`config.mk`:
```
export PLATFORM = sky130hd
export DESIGN_NAME = load_store_initiator
export DESIGN_NICKNAME = d
export VERILOG_FILES = /design/src/rtl/lsu_pkg.sv /design/src/rtl/lsu_lane_align.sv /design/src/rtl/load_store_initiator.sv
export SDC_FILE = /design/constraint.sdc
export NUM_CORES = 1
export LEC_CHECK = 0
export BUFFER_PORTS_ARGS = -buffer_cell sky130_fd_sc_hd__clkbuf_2
export CORE_MARGIN = 4
export CORE_UTILIZATION = 56
export DETAILED_ROUTE_END_ITERATION = 10
export GPL_ROUTABILITY_DRIVEN = 0
export PLACE_DENSITY = 0.9
export SLEW_MARGIN = 0
export SYNTH_ARGS = -nofsm -noshare
export SYNTH_HDL_FRONTEND = slang
export SYNTH_SLANG_ARGS = --single-unit
```
`constraint.sdc`:
```
create_clock -name clk -period 4.8 [get_ports clk]
set_input_delay 0.96 -clock clk [delete_from_list [all_inputs] [get_ports clk]]
set_output_delay 0.96 -clock clk [all_outputs]
set_load 0.02 [all_outputs]
```
`src/rtl/lsu_pkg.sv`:
```
// Shared constants and types for the memory-stage load/store initiator.
// Opcodes, funct3 size codes and the controller state encoding.
package lsu_pkg;

    localparam logic [6:0] OP_LOAD  = 7'b0000011;
    localparam logic [6:0] OP_STORE = 7'b0100011;

    localparam logic [2:0] F3_B  = 3'd0;
    localparam logic [2:0] F3_H  = 3'd1;
    localparam logic [2:0] F3_W  = 3'd2;
    localparam logic [2:0] F3_BU = 3'd4;
    localparam logic [2:0] F3_HU = 3'd5;

    typedef enum logic [1:0] {
        IDLE = 2'd0,
        REQ  = 2'd1,
        WAIT = 2'd2,
        DONE = 2'd3
    } state_t;

    // Sign- or zero-extend right-justified load data according to funct3.
    function automatic logic [31:0] extend_load(input logic [31:0] v, input logic [2:0] f3);
        logic [31:0] r;
        case (f3)
            F3_B:    r = {{24{v[7]}}, v[7:0]};
            F3_H:    r = {{16{v[15]}}, v[15:0]};
            F3_BU:   r = {24'd0, v[7:0]};
            F3_HU:   r = {16'd0, v[15:0]};
            default: r = v;
        endcase
        return r;
    endfunction

endpackage

```
`src/rtl/lsu_lane_align.sv`:
```
// Byte-lane arithmetic for one access: lane enables of the requested beat,
// rotated store data, and whether the access spills into a second word.
module lsu_lane_align (
    input  logic [1:0]  off,
    input  logic [1:0]  size,
    input  logic [31:0] b,
    input  logic        beat,
    output logic [3:0]  be,
    output logic [31:0] wdata,
    output logic        need_beat1
);

    logic [3:0] base;
    logic [7:0] span;

    always_comb begin
        base = 4'b1111;
        case (size)
            2'd0:    base = 4'b0001;
            2'd1:    base = 4'b0011;
            default: base = 4'b1111;
        endcase
        // Lanes of both beats in one 8-bit window: low nibble beat 0, high nibble beat 1.
        span       = {4'b0000, base} << off;
        be         = beat ? span[7:4] : span[3:0];
        need_beat1 = |span[7:4];

        wdata = b;
        case (off)
            2'd1:    wdata = {b[23:0], b[31:24]};
            2'd2:    wdata = {b[15:0], b[31:16]};
            2'd3:    wdata = {b[7:0],  b[31:8]};
            default: wdata = b;
        endcase
    end

endmodule

```
`src/rtl/load_store_initiator.sv`:
```
// Memory-stage initiator: one load/store per accepted instruction, split into
// up to two bus beats, with load data assembly and extension for writeback.
module load_store_initiator
    import lsu_pkg::*;
#(
    parameter int ADDR_W = 16
) (
    input  logic              clk,
    input  logic              rst_n,
    input  logic              in_valid,
    output logic              in_ready,
    input  logic [31:0]       IR,
    input  logic [31:0]       A,
    input  logic [31:0]       B,
    input  logic [31:0]       PC,
    output logic              req_valid,
    input  logic              req_ready,
    output logic              req_we,
    output logic [ADDR_W-1:0] req_addr,
    output logic [3:0]        req_be,
    output logic [31:0]       req_wdata,
    input  logic              rsp_valid,
    input  logic [31:0]       rsp_rdata,
    output logic              out_valid,
    output logic [31:0]       IR_out,
    output logic [31:0]       RD_out,
    output logic [31:0]       A_out,
    output logic [31:0]       PC_out
);

    state_t              state_q, state_d;
    logic [31:0]         ir_q, ir_d, a_q, a_d, pc_q, pc_d, rd_q, rd_d;
    logic [31:0]         asm_q, asm_d;
    logic [2:0]          f3_q, f3_d;
    logic                split_q, split_d;
    logic                req_valid_q, req_valid_d, req_we_q, req_we_d;
    logic [ADDR_W-1:0]   req_addr_q, req_addr_d;
    logic [3:0]          req_be_q, req_be_d;
    logic [31:0]         req_wdata_q, req_wdata_d;
    logic                out_valid_q, out_valid_d;

    logic [2:0]  f3;
    logic        is_load, is_store;
    logic        idle;
    logic [3:0]  la_be;
    logic [31:0] la_wdata;
    logic        la_need_beat1;
    logic [63:0] rot64;
    logic [7:0]  be8;
    logic [31:0] asm_merge;

    assign f3       = IR[14:12];
    assign is_load  = (IR[6:0] == OP_LOAD)  && (f3 inside {F3_B, F3_H, F3_W, F3_BU, F3_HU});
    assign is_store = (IR[6:0] == OP_STORE) && (f3 inside {F3_B, F3_H, F3_W});
    assign idle     = (state_q == IDLE);

    // In IDLE the aligner sees the incoming access; afterwards the captured one, beat 1.
    lsu_lane_align u_align (
        .off        (idle ? A[1:0]  : a_q[1:0]),
        .size       (idle ? f3[1:0] : f3_q[1:0]),
        .b          (B),
        .beat       (!idle),
        .be         (la_be),
        .wdata      (la_wdata),
        .need_beat1 (la_need_beat1)
    );

    // Rotating the read word right by the offset puts every enabled lane at its
    // final byte position, for beat 0 and beat 1 alike.
    always_comb begin
        rot64 = {rsp_rdata, rsp_rdata} >> {a_q[1:0], 3'b000};
        be8   = {req_be_q, req_be_q} >> a_q[1:0];
        for (int k = 0; k < 4; k++) begin
            asm_merge[8*k +: 8] = be8[k] ? rot64[8*k +: 8] : asm_q[8*k +: 8];
        end
    end

    always_comb begin
        state_d     = state_q;
        ir_d        = ir_q;
        a_d         = a_q;
        pc_d        = pc_q;
        rd_d        = rd_q;
        asm_d       = asm_q;
        f3_d        = f3_q;
        split_d     = split_q;
        req_valid_d = req_valid_q;
        req_we_d    = req_we_q;
        req_addr_d  = req_addr_q;
        req_be_d    = req_be_q;
        req_wdata_d = req_wdata_q;
        out_valid_d = 1'b0;
        case (state_q)
            IDLE: begin
                if (in_valid) begin
                    ir_d  = IR;
                    a_d   = A;
                    pc_d  = PC;
                    f3_d  = f3;
                    asm_d = 32'd0;
                    if (is_load || is_store) begin
                        state_d     = REQ;
                        req_valid_d = 1'b1;
                        req_we_d    = is_store;
                        req_addr_d  = A[ADDR_W+1:2];
                        req_be_d    = la_be;
                        req_wdata_d = la_wdata;
                        split_d     = la_need_beat1;
                    end else begin
                        state_d     = DONE;
                        out_valid_d = 1'b1;
                        rd_d        = 32'd0;
                    end
                end
            end
            REQ: begin
                if (req_ready) begin
                    state_d     = WAIT;
                    req_valid_d = 1'b0;
                end
            end
            WAIT: begin
                if (rsp_valid) begin
                    if (!req_we_q) asm_d = asm_merge;
                    if (split_q) begin
                        state_d     = REQ;
                        split_d     = 1'b0;
                        req_valid_d = 1'b1;
                        req_addr_d  = req_addr_q + 1'b1;
                        req_be_d    = la_be;
                    end else begin
                        state_d     = DONE;
                        out_valid_d = 1'b1;
                        rd_d        = req_we_q ? 32'd0 : extend_load(asm_merge, f3_q);
                    end
                end
            end
            DONE:    state_d = IDLE;
            default: state_d = IDLE;
        endcase
    end

    always_ff @(posedge clk or negedge rst_n) begin
        if (!rst_n) begin
            state_q     <= IDLE;
            ir_q        <= '0;
            a_q         <= '0;
            pc_q        <= '0;
            rd_q        <= '0;
            asm_q       <= '0;
            f3_q        <= '0;
            split_q     <= 1'b0;
            req_valid_q <= 1'b0;
            req_we_q    <= 1'b0;
            req_addr_q  <= '0;
            req_be_q    <= '0;
            req_wdata_q <= '0;
            out_valid_q <= 1'b0;
        end else begin
            state_q     <= state_d;
            ir_q        <= ir_d;
            a_q         <= a_d;
            pc_q        <= pc_d;
            rd_q        <= rd_d;
            asm_q       <= asm_d;
            f3_q        <= f3_d;
            split_q     <= split_d;
            req_valid_q <= req_valid_d;
            req_we_q    <= req_we_d;
            req_addr_q  <= req_addr_d;
            req_be_q    <= req_be_d;
            req_wdata_q <= req_wdata_d;
            out_valid_q <= out_valid_d;
        end
    end

    assign in_ready  = idle;
    assign req_valid = req_valid_q;
    assign req_we    = req_we_q;
    assign req_addr  = req_addr_q;
    assign req_be    = req_be_q;
    assign req_wdata = req_wdata_q;
    assign out_valid = out_valid_q;
    assign IR_out    = ir_q;
    assign RD_out    = rd_q;
    assign A_out     = a_q;
    assign PC_out    = pc_q;

endmodule

```
==> results.md, run 1 <==
- Placement Setup Slack: approximately 1.4 ns
- Area fraction of the dominant cell type after synthesis: between 50% and 60%
- Crit path depth: 5
- IO Port Bufs: 348
- Hold Fails Final Rpt: 0
- FF+latch count, synth: between 200 and 250
- Post-Place Cells: approximately 1700
- Worst skew pair latency: between 0.5 and 0.6 ns
- Cell Pwr Density: a little over 700 mW/mm²
- Post-synth ARST share: between 90% and 100%
- Vias in the first global route: 9764
- CTS clock-pin slew for the worst setup and hold paths: around 0.060 ns
- Worst Setup End Kind: flip-flop
- Layout cells sized above 1: between 30% and 40%
- Worst vdd ir: 0.506 mV
- Top layer in use: met4
- Routed wire per std cell: approximately 19 µm
- P_int: between 5 and 6 mW
- CP startpoint: A_out[0]$_DFFE_PN0P_
- First-pass GRT wire length: between 50 and 60 mm
- CP max stage cell: dfrtp_2
- CP Class: reg -> reg
- Metal2 WL: 15.9 mm
- CP Buf/Inv Count: 0
- Critical Path End: RD_out[17]$_DFFE_PN0P_
- HP Start: PC_out[25]$_DFFE_PN0P_
- Drt total wl: approximately 32 mm
- Met3 WL: ~2.7 mm
- # H-tree levels: 1
- Final setup fails: 0
- Area delta synth->final: 23.7%
- Synthesized area per cell: roughly 9.3 µm²
- Pin slew with the least headroom to its limit: 1.06 ns
- Worst path max stage delay: roughly 1.1 ns
- Post-DP HPWL: between 20 and 25 mm
- Mapped Cells: ~1200
- Outcome: complete, no violations
- Global route overflow: 0
- Die area: 0.0217 mm²
- DIE HEIGHT: 147 µm
- Post-synth top area cell: dfrtp_1
- CP top delay family: multiplexers
- Top-Level Pins: 349
- Setup TNS: 0 ns
- Static Leakage: around 7.1 nW
- Nets@finish: approximately 1600
- Hold Buf Count CTS: 0
- Main synth FF type: dfrtp_1
- Starting Density: 57.5%
- Worst hold-check path type: reg -> reg
- Root Driver: clkbuf_16
- Fmax: 287 MHz
- Critical-path maximum fanout: 51
- Reg2Reg Setup Slack: approximately 1.3 ns
- Drt first pass iters: 7
- Reg2reg start: A_out[0]$_DFFE_PN0P_
- Clk network pwr share: 18.2%
- Sequential area share after synthesis: roughly 50%
- EDFF count, synth: 0
- Final Hold Slack: roughly 0.48 ns
- Relative slew slack: around 29%
- Largest net degree at the start of global routing: roughly 140
- Post-CTS setup buffers: 0
- DR vias/cell: between 5 and 6
- 1st-iter DRT viols: roughly 740
- Final worst setup slack: between 1 and 1.5 ns
- Site Rows: 50
- Part of the power in registers: 33.2%
- Dominant cells by area after synthesis: dfrtp_1, nand2_1, mux2i_1
- Switching part of the total: between 40 and 50%
- Ant. Diodes: 0
- Final slew viol count: 0
- Sw power: about 4.3 mW
- Total Routing Usage GR: ~30%
- RSZ-0062 raised after global routing: no
- CTS resizes: 0
- Critical Path AT: 3.92 ns
- DRT antenna net count: 0
- Core area: approximately 0.019 mm²
- Period utilization: approximately 73%
- Worst clock skew: between 0.015 and 0.02 ns
- Via count: ~10000
- Post-layout min period: ~3.5 ns
- Sinks on Clock Net: around 220
- Syn_nets: around 1300
- Initial antenna violation count: 0
- CTS buffer count: 24
- Count leader, synth: nand2_1
- Synth Cell Area: between 0.01 and 0.015 mm²
- CTS tree: yes
- R2R depth: 5
- Max cap viols: 0
- Number of library cell types mapped by synthesis: between 50 and 60
- FF-to-FF End: RD_out[17]$_DFFE_PN0P_
- Die W: around 150 µm
- Worst EP required: about 5.2 ns
- Yosys warning count: 0
- Max Buffers Root-to-Sink: 3
- Crit start category: flip-flop
- Metal-1 WL: 12.2 mm
- Post-synth top cells: nand2_1, dfrtp_1, o21ai_0
- Gate power share: between 40% and 50%
- DRC: 0
- Non-Filler Instances: ~1700
- CP Cell Sequence: mux4_1 > mux2i_1 > or3b_2 > a31oi_4 > a22o_1
-- sequential cells by signal (all words and copies together) (netlist names), 4 cells and up --
| name | flops |
|---|---|
| req_wdata | 32 |
| req_addr | 16 |
| req_be | 4 |
| PC_out | 32 |
| asm_q | 32 |
| A_out | 32 |
| RD_out | 32 |
| IR_out | 32 |
-- cell usage in the layout (no fill, tap or decap), types with 19 or more instances in the layout --
| master | netlist | final |
|---|---|---|
| nand2_1 | 397 | 396 |
| clkbuf_2 | 0 | 347 |
| dfrtp_1 | 218 | 216 |
| o21ai_0 | 97 | 97 |
| mux2i_1 | 72 | 72 |
| mux2_2 | 51 | 51 |
| nor2_1 | 27 | 26 |
| and3_1 | 25 | 25 |
| a22o_1 | 24 | 24 |
| clkbuf_16 | 0 | 24 |
| a221oi_1 | 21 | 21 |
| nand3_1 | 20 | 20 |
| a21oi_1 | 19 | 19 |
-- worst reg2reg max path, cell delays in order, from the launching register on --
cell and delay (ns):
dfrtp_2 1.07, mux4_1 0.90, mux2i_1 0.22, or3b_2 0.51, a31oi_4 0.50, a22o_1 0.22
-- stage by stage --
stage / utilization, % / instance area [µm²] / power, mW
after detailed placement: 67.2 / 12700 / 7.79
final: 71.1 / 13400 / 9.59
after floorplan: - / 10900 / 6.34
after global placement: 67.2 / 12700 / 7.61
after global routing: 71.1 / 13400 / 10.2
after CTS: 71.1 / 13400 / 9.58
-- final cells by class --
| type | instances | area, µm² |
|---|---|---|
| sequential | 218 | 5460 |
| tap | 260 | 325 |
| clock buffer | 34 | 698 |
| multi-input combinational | 861 | 5050 |
| fill | 1403 | 5450 |
| clock inverter | 5 | 42.5 |
| inverter | 7 | 26.3 |
| timing repair buffer | 360 | 1840 |
-- kinds of logic after synthesis --
kind of cell	Yosys count	synth area share (%)
AO/OA/AOI/OAI	215	13.1
flip-flops	218	50.2
buffers and inverters	91	3.63
AND/OR/NAND/NOR	517	19.9
multiplexers	128	13.0
adder cells (fa/ha/maj)	1	0.115
-- how the worst min path moves through the flow --
stage | end | slack (ns) | cells past startpoint
final | PC_out[25]$_DFFE_PN0P_ | 0.48 | 2
after global routing | A_out[20]$_DFFE_PN0P_ | 0.50 | 2
after CTS | asm_q[25]$_DFFE_PN0P_ | 0.48 | 2
after detailed placement | PC_out[11]$_DFFE_PN0P_ | 0.46 | 2
after global placement | asm_q[25]$_DFFE_PN0P_ | 0.45 | 2
after floorplan | asm_q[24]$_DFFE_PN0P_ | 0.44 | 2
-- routing by layer --
| layer | GRT usage [%] | up-vias |
|---|---|---|
| met5 | 0 | - |
| met4 | 12.9 | 0 |
| li1 | - | 4628 |
| met1 | 37.1 | 4706 |
| met3 | 5.68 | 106 |
| met2 | 49.0 | 514 |
-- power by group through the flow --
stage	combinational, mW	clock [mW]	sequential [mW]
2_1_floorplan	2.66	0	3.68
3_3_place_gp	4.47	0	3.14
3_5_place_dp	4.62	0	3.17
4_1_cts	4.65	1.76	3.17
5_1_grt	5.04	1.86	3.28
6_report	4.66	1.75	3.18
(Power assumes the default switching activity.)
==> run 2: changes to the inputs <==
--- a/config.mk
+++ b/config.mk
@@ -5,12 +5,13 @@
 export SDC_FILE = /design/constraint.sdc
 export NUM_CORES = 1
 export LEC_CHECK = 0
+export ABC_AREA = 1
 export BUFFER_PORTS_ARGS = -buffer_cell sky130_fd_sc_hd__clkbuf_2
 export CORE_MARGIN = 4
-export CORE_UTILIZATION = 56
+export CORE_UTILIZATION = 47
 export DETAILED_ROUTE_END_ITERATION = 10
 export GPL_ROUTABILITY_DRIVEN = 0
-export PLACE_DENSITY = 0.9
+export PLACE_DENSITY = 0.8
 export SLEW_MARGIN = 0
 export SYNTH_ARGS = -nofsm -noshare
 export SYNTH_HDL_FRONTEND = slang
==> constraint.sdc (replaced) <==
create_clock -name clk -period 3.1 [get_ports clk]
set_input_delay 0.62 -clock clk [delete_from_list [all_inputs] [get_ports clk]]
set_output_delay 0.62 -clock clk [all_outputs]
set_load 0.02 [all_outputs]
==> results.md, run 2 <==
- Max cap viols: 0 (unchanged)
- Worst clock skew: 0.00890 ns (-0.00669 ns)
- Starting Density: 48.1% (-9.4 points)
- Ant. Diodes: 0 (unchanged)
- Site Rows: 57 (+14%)
- Post-synthesis compound-gate area fraction: 3.41% (-9.7 points)
- Drt total wl: 37.2 mm (+15%)
- Largest net degree at the start of global routing: 81 (-40%)
- Crit start category: flip-flop
- CTS resizes: 0 (unchanged)
- Adder-cell share of the synthesized area: 0.106% (-0.0089 points)
- Post-layout min period: 2.27 ns (-1.22 ns)
- Post-synth ARST share: 100% (unchanged)
- Part of the power in registers: 28.9% (-4.3 points)
- Post-synthesis mux area share: 0% (-13 points)
- Post-DP HPWL: 27.4 mm (+18%)
- Yosys warning count: 0 (unchanged)
- Sequential area share after synthesis: 46.3% (-3.9 points)
- Initial antenna violation count: 1 (+1)
- DRT antenna net count: 0 (unchanged)
- Sw power: 7.94 mW (+84%)
- Post-CTS setup buffers: 0 (unchanged)
- CP startpoint: state_q[1]$_DFFE_PN0P_
- Worst skew pair latency: 0.52 ns (about the same)
- FF+latch count, synth: 218 (unchanged)
- Critical-path maximum fanout: 50 (-2.0%)
- DRC: 0 (unchanged)
- Cell Pwr Density: 1130 mW/mm² (+58%)
- Post-synth top area cell: dfrtp_1
- Synth Cell Area: 0.0118 mm² (+8.4%)
- Syn_nets: 1875 (+40%)
- Total Routing Usage GR: 26.2% (-3.0 points)
- Main synth FF type: dfrtp_1
- Area after DPL: 0.0137 mm² (+8.1%)
- Hold Fails Final Rpt: 0 (unchanged)
- Synthesized area per cell: 6.89 µm² (-26%)
- Total power: 16.5 mW (+72%)
- Reg2reg start: state_q[1]$_DFFE_PN0P_
- Fillers: 2264 (+61%)
- # H-tree levels: 1 (unchanged)
- Count leader, synth: nand2_1
- Mapped Cells: 1709 (+46%)
- Via count: 12400 (+24%)
- Fmax: 440 MHz (+53%)
- Xor-xnor portion of the synthesized cell area: 0% (unchanged)
- Die area: 0.0276 mm² (+27%)
- Multi-input logic area: 0.00552 mm² (+9.2%)
- FF-to-FF End: req_wdata[5]$_DFFE_PN0P_
- CP Class: reg -> reg
- P_int: 8.57 mW (+62%)
- First-pass GRT wire length: 60.9 mm (+18%)
- Drt first pass iters: 8 (+1)
- Hold Buf Count CTS: 0 (unchanged)
- Simple logic cell fraction of the synthesized area: 43.3% (+23 points)
- Gate power share: 51.5% (+2.9 points)
- EDFF count, synth: 0 (unchanged)
- Critical Path AT: 2.74 ns (-1.18 ns)
- Area fraction of the dominant cell type after synthesis: 46.3% (-3.9 points)
- Number of library cell types mapped by synthesis: 34 (-36%)
- Worst Setup End Kind: flip-flop
- DR vias/cell: 5.23 (-8.3%)
- Die W: 166 µm (+13%)
- Root Driver: clkbuf_16
- R2R depth: 8 (+3)
- Largest family of logic cells by synthesized area: simple AND/OR/NAND/NOR gates
- Static Leakage: 8.54 nW (+21%)
- Clk network pwr share: 19.6% (+1.4 points)
- Nets@finish: 2190 (+34%)
- Register area: 0.00546 mm² (about the same)
- Fin area: 0.0146 mm² (+8.9%)
- Final slew viol count: 0 (unchanged)
- Final setup fails: 0 (unchanged)
- Max Buffers Root-to-Sink: 3 (unchanged)
- CTS tree: yes
- 1st-iter DRT viols: 1125 (+53%)
- Relative slew slack: 50.2% (+21 points)
- Core area: 0.0245 mm² (+29%)
- Outcome: complete, no violations
- Reg2Reg Setup Slack: 0.83 ns (-0.48 ns)
- Post-synth top cells: nand2_1, nand3_1, dfrtp_1
- Fin util: 59.8% (-11 points)
- Worst EP required: 3.56 ns (-1.67 ns)
- RSZ-0062 raised after global routing: no
- CTS clock-pin slew for the worst setup and hold paths: 0.06 ns (about the same)
- DIE HEIGHT: 166 µm (+13%)
- Most frequent cells in the layout: nand2_1, clkbuf_2, nand3_1
- CTS buffer count: 25 (+4.2%)
- Sinks on Clock Net: 218 (unchanged)
- Final Hold Slack: 0.0916 ns (-0.385 ns)
- Top-Level Pins: 349 (unchanged)
- Most common cell after layout, fill and taps aside: nand2_1
- Worst vdd ir: 0.644 mV (+27%)
- Pin slew with the least headroom to its limit: 0.746 ns (-0.317 ns)
- Layout cells sized above 1: 21.6% (-10 points)
- Worst hold-check path type: in -> async
- Dominant cells by area after synthesis: dfrtp_1, nand2_1, nand3_1
- Setup TNS: 0 ns (unchanged)
- Routed wire per std cell: 15.7 µm (-16%)
- Switching part of the total: 48.1% (+3.1 points)
- Vias in the first global route: 12000 (+23%)
- Critical Path End: req_wdata[5]$_DFFE_PN0P_
- Area delta synth->final: 24.3%
- Global route overflow: 0 (unchanged)
- IO Port Bufs: 348 (unchanged)
- Period utilization: 73.3% (+0.65 points)
run 2: cell types whose count changed in the layout (fill, tap and decap cells not counted), moves of 10 or more:
| cell | before | now |
|---|---|---|
| inv_1 | 6 | 92 |
| nand3_1 | 20 | 224 |
| inv_2 | 0 | 10 |
| a221oi_1 | 21 | 0 |
| and3_1 | 25 | 0 |
| o21ai_0 | 97 | 52 |
| nand4_1 | 5 | 33 |
| mux2_2 | 51 | 0 |
| mux2i_1 | 72 | 0 |
| nand2_1 | 396 | 910 |
| buf_4 | 12 | 23 |
| a22o_1 | 24 | 0 |
| a21o_1 | 11 | 1 |
run 2: kinds of logic (layout without fill, tap and decap cells):
kind of cell,count (synthesis),in the layout
buf+inv,188,520
simple gates,1228,1228
flops,218,218
compound gates,74,74
fa+ha+maj,1,1
run 2: area by class of cell:
type                       instances  share of cell area (%)
multi-input combinational       1303                    37.7
sequential                       218                    37.3
timing repair buffer             373                    13.4
clock buffer                      35                    5.01
tap                              324                    2.77
inverter                         103                    2.64
clock inverter                     9                    1.19
run 2: worst min-delay path by stage:
stage                             to  slack, ns  cells past startpoint
3_3_place_gp   PC_out[1]$_DFFE_PN0P_       0.45                      2
6_report       asm_q[30]$_DFFE_PN0P_       0.09                      1
4_1_cts        asm_q[30]$_DFFE_PN0P_       0.11                      1
5_1_grt        IR_out[3]$_DFFE_PN0P_       0.13                      1
3_5_place_dp   A_out[29]$_DFFE_PN0P_       0.46                      2
2_1_floorplan   A_out[0]$_DFFE_PN0P_       0.32                      0
run 2: worst max-delay path, cell delays in order, from the launching register on:
cell and delay [ns]:
dfrtp_1 0.47, nor2_4 0.39, nand2_1 0.20, o21ai_4 0.22, buf_4 0.49, nand3_1 0.13
nand4_1 0.17, nand2_1 0.07, nand2_1 0.06
run 2: power by group through the flow:
stage | clock network (mW) | logic (mW) | registers [mW]
floorplan | 0 | 4.87 | 5.79
global placement | 0 | 8.24 | 4.74
detailed placement | 0 | 8.46 | 4.78
CTS | 3.30 | 8.48 | 4.76
global route | 3.44 | 9.45 | 4.91
finish | 3.23 | 8.50 | 4.78
run 2: metrics by stage:
step | cells | setup WS [ns]
after CTS | 2365 | 0.832
after global routing | 2365 | 0.613
after global placement | 2321 | 0.666
after detailed placement | 2321 | 0.563
final | 2365 | 0.827
after floorplan | 1709 | 1.33
run 2: layer usage:
| layer | wire, µm | up-vias | global-route usage (%) |
|---|---|---|---|
| met5 | 13 | - | 0 |
| met3 | 3100 | 94 | 6.19 |
| met4 | 1360 | 2 | 8.79 |
| li1 | - | 6008 | - |
| met1 | 14900 | 5741 | 33.8 |
| met2 | 17800 | 529 | 43.8 |
==> run 3: changes to the inputs <==
==> constraint.sdc (replaced) <==
create_clock -name clk -period 2.08 [get_ports clk]
set_input_delay 0.416 -clock clk [delete_from_list [all_inputs] [get_ports clk]]
set_output_delay 0.416 -clock clk [all_outputs]
set_load 0.02 [all_outputs]
==> results.md, run 3 (synthesis gave the netlist of run 2 again) <==
- Outcome: complete, no violations
- Drt first pass iters: 6 (-2)
- Clk network pwr share: 18.3% (-1.3 points)
- IO Port Bufs: 348 (unchanged)
- Sinks on Clock Net: 218 (unchanged)
- Final Hold Slack: 0.0988 ns (+0.00717 ns)
- Initial antenna violation count: 1 (unchanged)
- 1st-iter DRT viols: 1415 (+26%)
- Most common cell after layout, fill and taps aside: nand2_1
- Hold path depth: 3
- Ant. Diodes: 0 (unchanged)
- Cell Pwr Density: 1670 mW/mm² (+48%)
- Fin util: 60.7% (+0.92 points)
- Relative slew slack: 68.4% (+18 points)
- Met3 usage in global routing: 5.90% (-0.29 points)
- Placement Setup Slack: 0.133 ns (-0.430 ns)
- Nets@finish: 2211 (+0.96%)
- Final worst setup slack: 0.107 ns (-0.720 ns)
- Site Rows: 57 (unchanged)
- P_int: 12.9 mW (+51%)
- RSZ-0062 raised after global routing: no
- First-pass GRT wire length: 60.8 mm (-0.28%)
- Area delta synth->final: 26.2%
- CP Class: reg -> reg
- Setup TNS: 0 ns (unchanged)
- Crit start category: flip-flop
- Switching part of the total: 47.9% (-0.17 points)
- Starting Density: 48.1% (unchanged)
- DRT antenna net count: 0 (unchanged)
- Global route overflow: 0 (unchanged)
- Worst vdd ir: 0.843 mV (+31%)
- Layout cells sized above 1: 22.3% (+0.75 points)
- Worst EP required: 2.53 ns (-1.03 ns)
- Worst Setup End Kind: flip-flop
- R2R depth: 8 (unchanged)
- Die area: 0.0276 mm² (unchanged)
- Total Routing Usage GR: 26.1% (-0.14 points)
- Max Buffers Root-to-Sink: 3 (unchanged)
- Gate power share: 52.8% (+1.3 points)
- Root Driver: clkbuf_16
- CTS clock-pin slew for the worst setup and hold paths: 0.06 ns (about the same)
- CTS tree: yes
- Period utilization: 94.8% (+22 points)
- Routed wire per std cell: 15.8 µm (+0.39%)
- Part of the power in registers: 28.9% (about the same)
- Fillers: 2240 (-1.1%)
- Die W: 166 µm (unchanged)
- DRC: 0 (unchanged)
- Worst clock skew: 0.0125 ns (+0.00357 ns)
- Top-Level Pins: 349 (unchanged)
- Critical-path maximum fanout: 32 (-36%)
- CTS buffer count: 25 (unchanged)
- Static Leakage: 8.66 nW (+1.4%)
- Vias in the first global route: 11900 (-0.73%)
- Most frequent cells in the layout: nand2_1, clkbuf_2, nand3_1
- Critical Path AT: 2.42 ns (-0.32 ns)
- Core area: 0.0245 mm² (unchanged)
- Multi-input logic area: 0.00553 mm² (+0.20%)
- Post-DP HPWL: 28.0 mm (+2.3%)
- Final setup fails: 0 (unchanged)
- Worst skew pair latency: 0.51 ns (about the same)
- GR peak layer: met2
- DIE HEIGHT: 166 µm (unchanged)
- Pin slew with the least headroom to its limit: 0.473 ns (-0.273 ns)
- Worst hold-check path type: in -> reg
- Drt total wl: 37.6 mm (+1.3%)
- DR vias/cell: 5.28 (+1.0%)
- # H-tree levels: 1 (unchanged)
- Hold Fails Final Rpt: 0 (unchanged)
- Fmax: 507 MHz (+15%)
- Sw power: 11.9 mW (+50%)
- Routing usage on met2: 44.9% (+1.1 points)
- Register area: 0.00546 mm² (about the same)
- Largest net degree at the start of global routing: 54 (-33%)
- Max cap viols: 0 (unchanged)
- Via count: 12600 (+1.9%)
- Post-layout min period: 1.97 ns (-0.300 ns)
- Met1 Track Usage GR: 33.1% (-0.72 points)
- Final slew viol count: 0 (unchanged)
-- run 3: cell count changes in the layout (fill, tap and decap cells not counted) --
cell           previous run  this run
buf_12                    2        11
buf_4                    23        30
buf_6                     0         3
bufinv_16                 5         3
clkbuf_1                  3         4
clkbuf_8                  7         6
clkinv_2                  3         6
dfrtp_1                 218       217
dfrtp_2                   0         1
dlygate4sd3_1             0         1
inv_6                     1         0
nor2_4                    5         6
-- run 3: power groups by stage --
stage	Clock (mW)	Sequential [mW]	Combinational (mW)
final	4.53	7.17	13.1
after global routing	4.81	7.38	14.5
after CTS	4.60	7.15	13.0
after detailed placement	0	7.19	12.9
after global placement	0	7.14	12.6
after floorplan	0	8.64	7.25
-- run 3: worst max-delay path, cell delays in order (launching register included) --
cell	delay, ns
dfrtp_1	0.48
nor2_4	0.08
buf_4	0.16
o21ai_2	0.36
buf_4	0.39
o21ai_0	0.18
nand3_1	0.11
nand3_1	0.07
nand2_1	0.07
-- run 3: final cells by class --
cell class | count | share of cell area, %
flip-flops and latches | 218 | 36.7
inverters | 103 | 2.60
well taps | 324 | 2.73
multi-input cells | 1304 | 37.2
clock buffers | 35 | 4.87
clock inverters | 9 | 0.808
repair buffers | 393 | 15.1
-- run 3: timing repair --
item                                   CTS  global route
setup endpoints to repair                1            43
endpoints found under the hold margin   46             0
resized for setup                        0             5
hold buffers                             1             0
setup buffers                            3             0
pin swaps                                1             1
gates cloned                             0             1
-- run 3: path summary, 6_finish.rpt --
check / from / endpoint / slack [ns]
setup / recovery: state_q[0]$_DFFE_PN0P_ / req_wdata[21]$_DFFE_PN0P_ / 0.11
hold / removal: IR[8] / IR_out[8]$_DFFE_PN0P_ / 0.1
setup reg to reg: state_q[0]$_DFFE_PN0P_ / req_wdata[21]$_DFFE_PN0P_ / 0.11
hold reg to reg: A_out[23]$_DFFE_PN0P_ / A_out[23]$_DFFE_PN0P_ / 0.47
max in group asynchronous: rst_n / RD_out[6]$_DFFE_PN0P_ / 0.88
min in group asynchronous: rst_n / A_out[27]$_DFFE_PN0P_ / 0.44
-- run 3: per-stage QoR --
stage / power (mW) / std cells / instance area, µm²
finish: 24.8 / 2386 / 14900
global route: 26.7 / 2386 / 14900
CTS: 24.8 / 2385 / 14800
detailed placement: 20.1 / 2337 / 14000
global placement: 19.7 / 2337 / 14000
floorplan: 15.9 / 1709 / 11800
-- run 3: routing by layer --
metal	share of wire [%]	wire, µm
met1	39	14800
met2	49	18300
met3	8.7	3290
met4	3.4	1260
met5	0.035	13
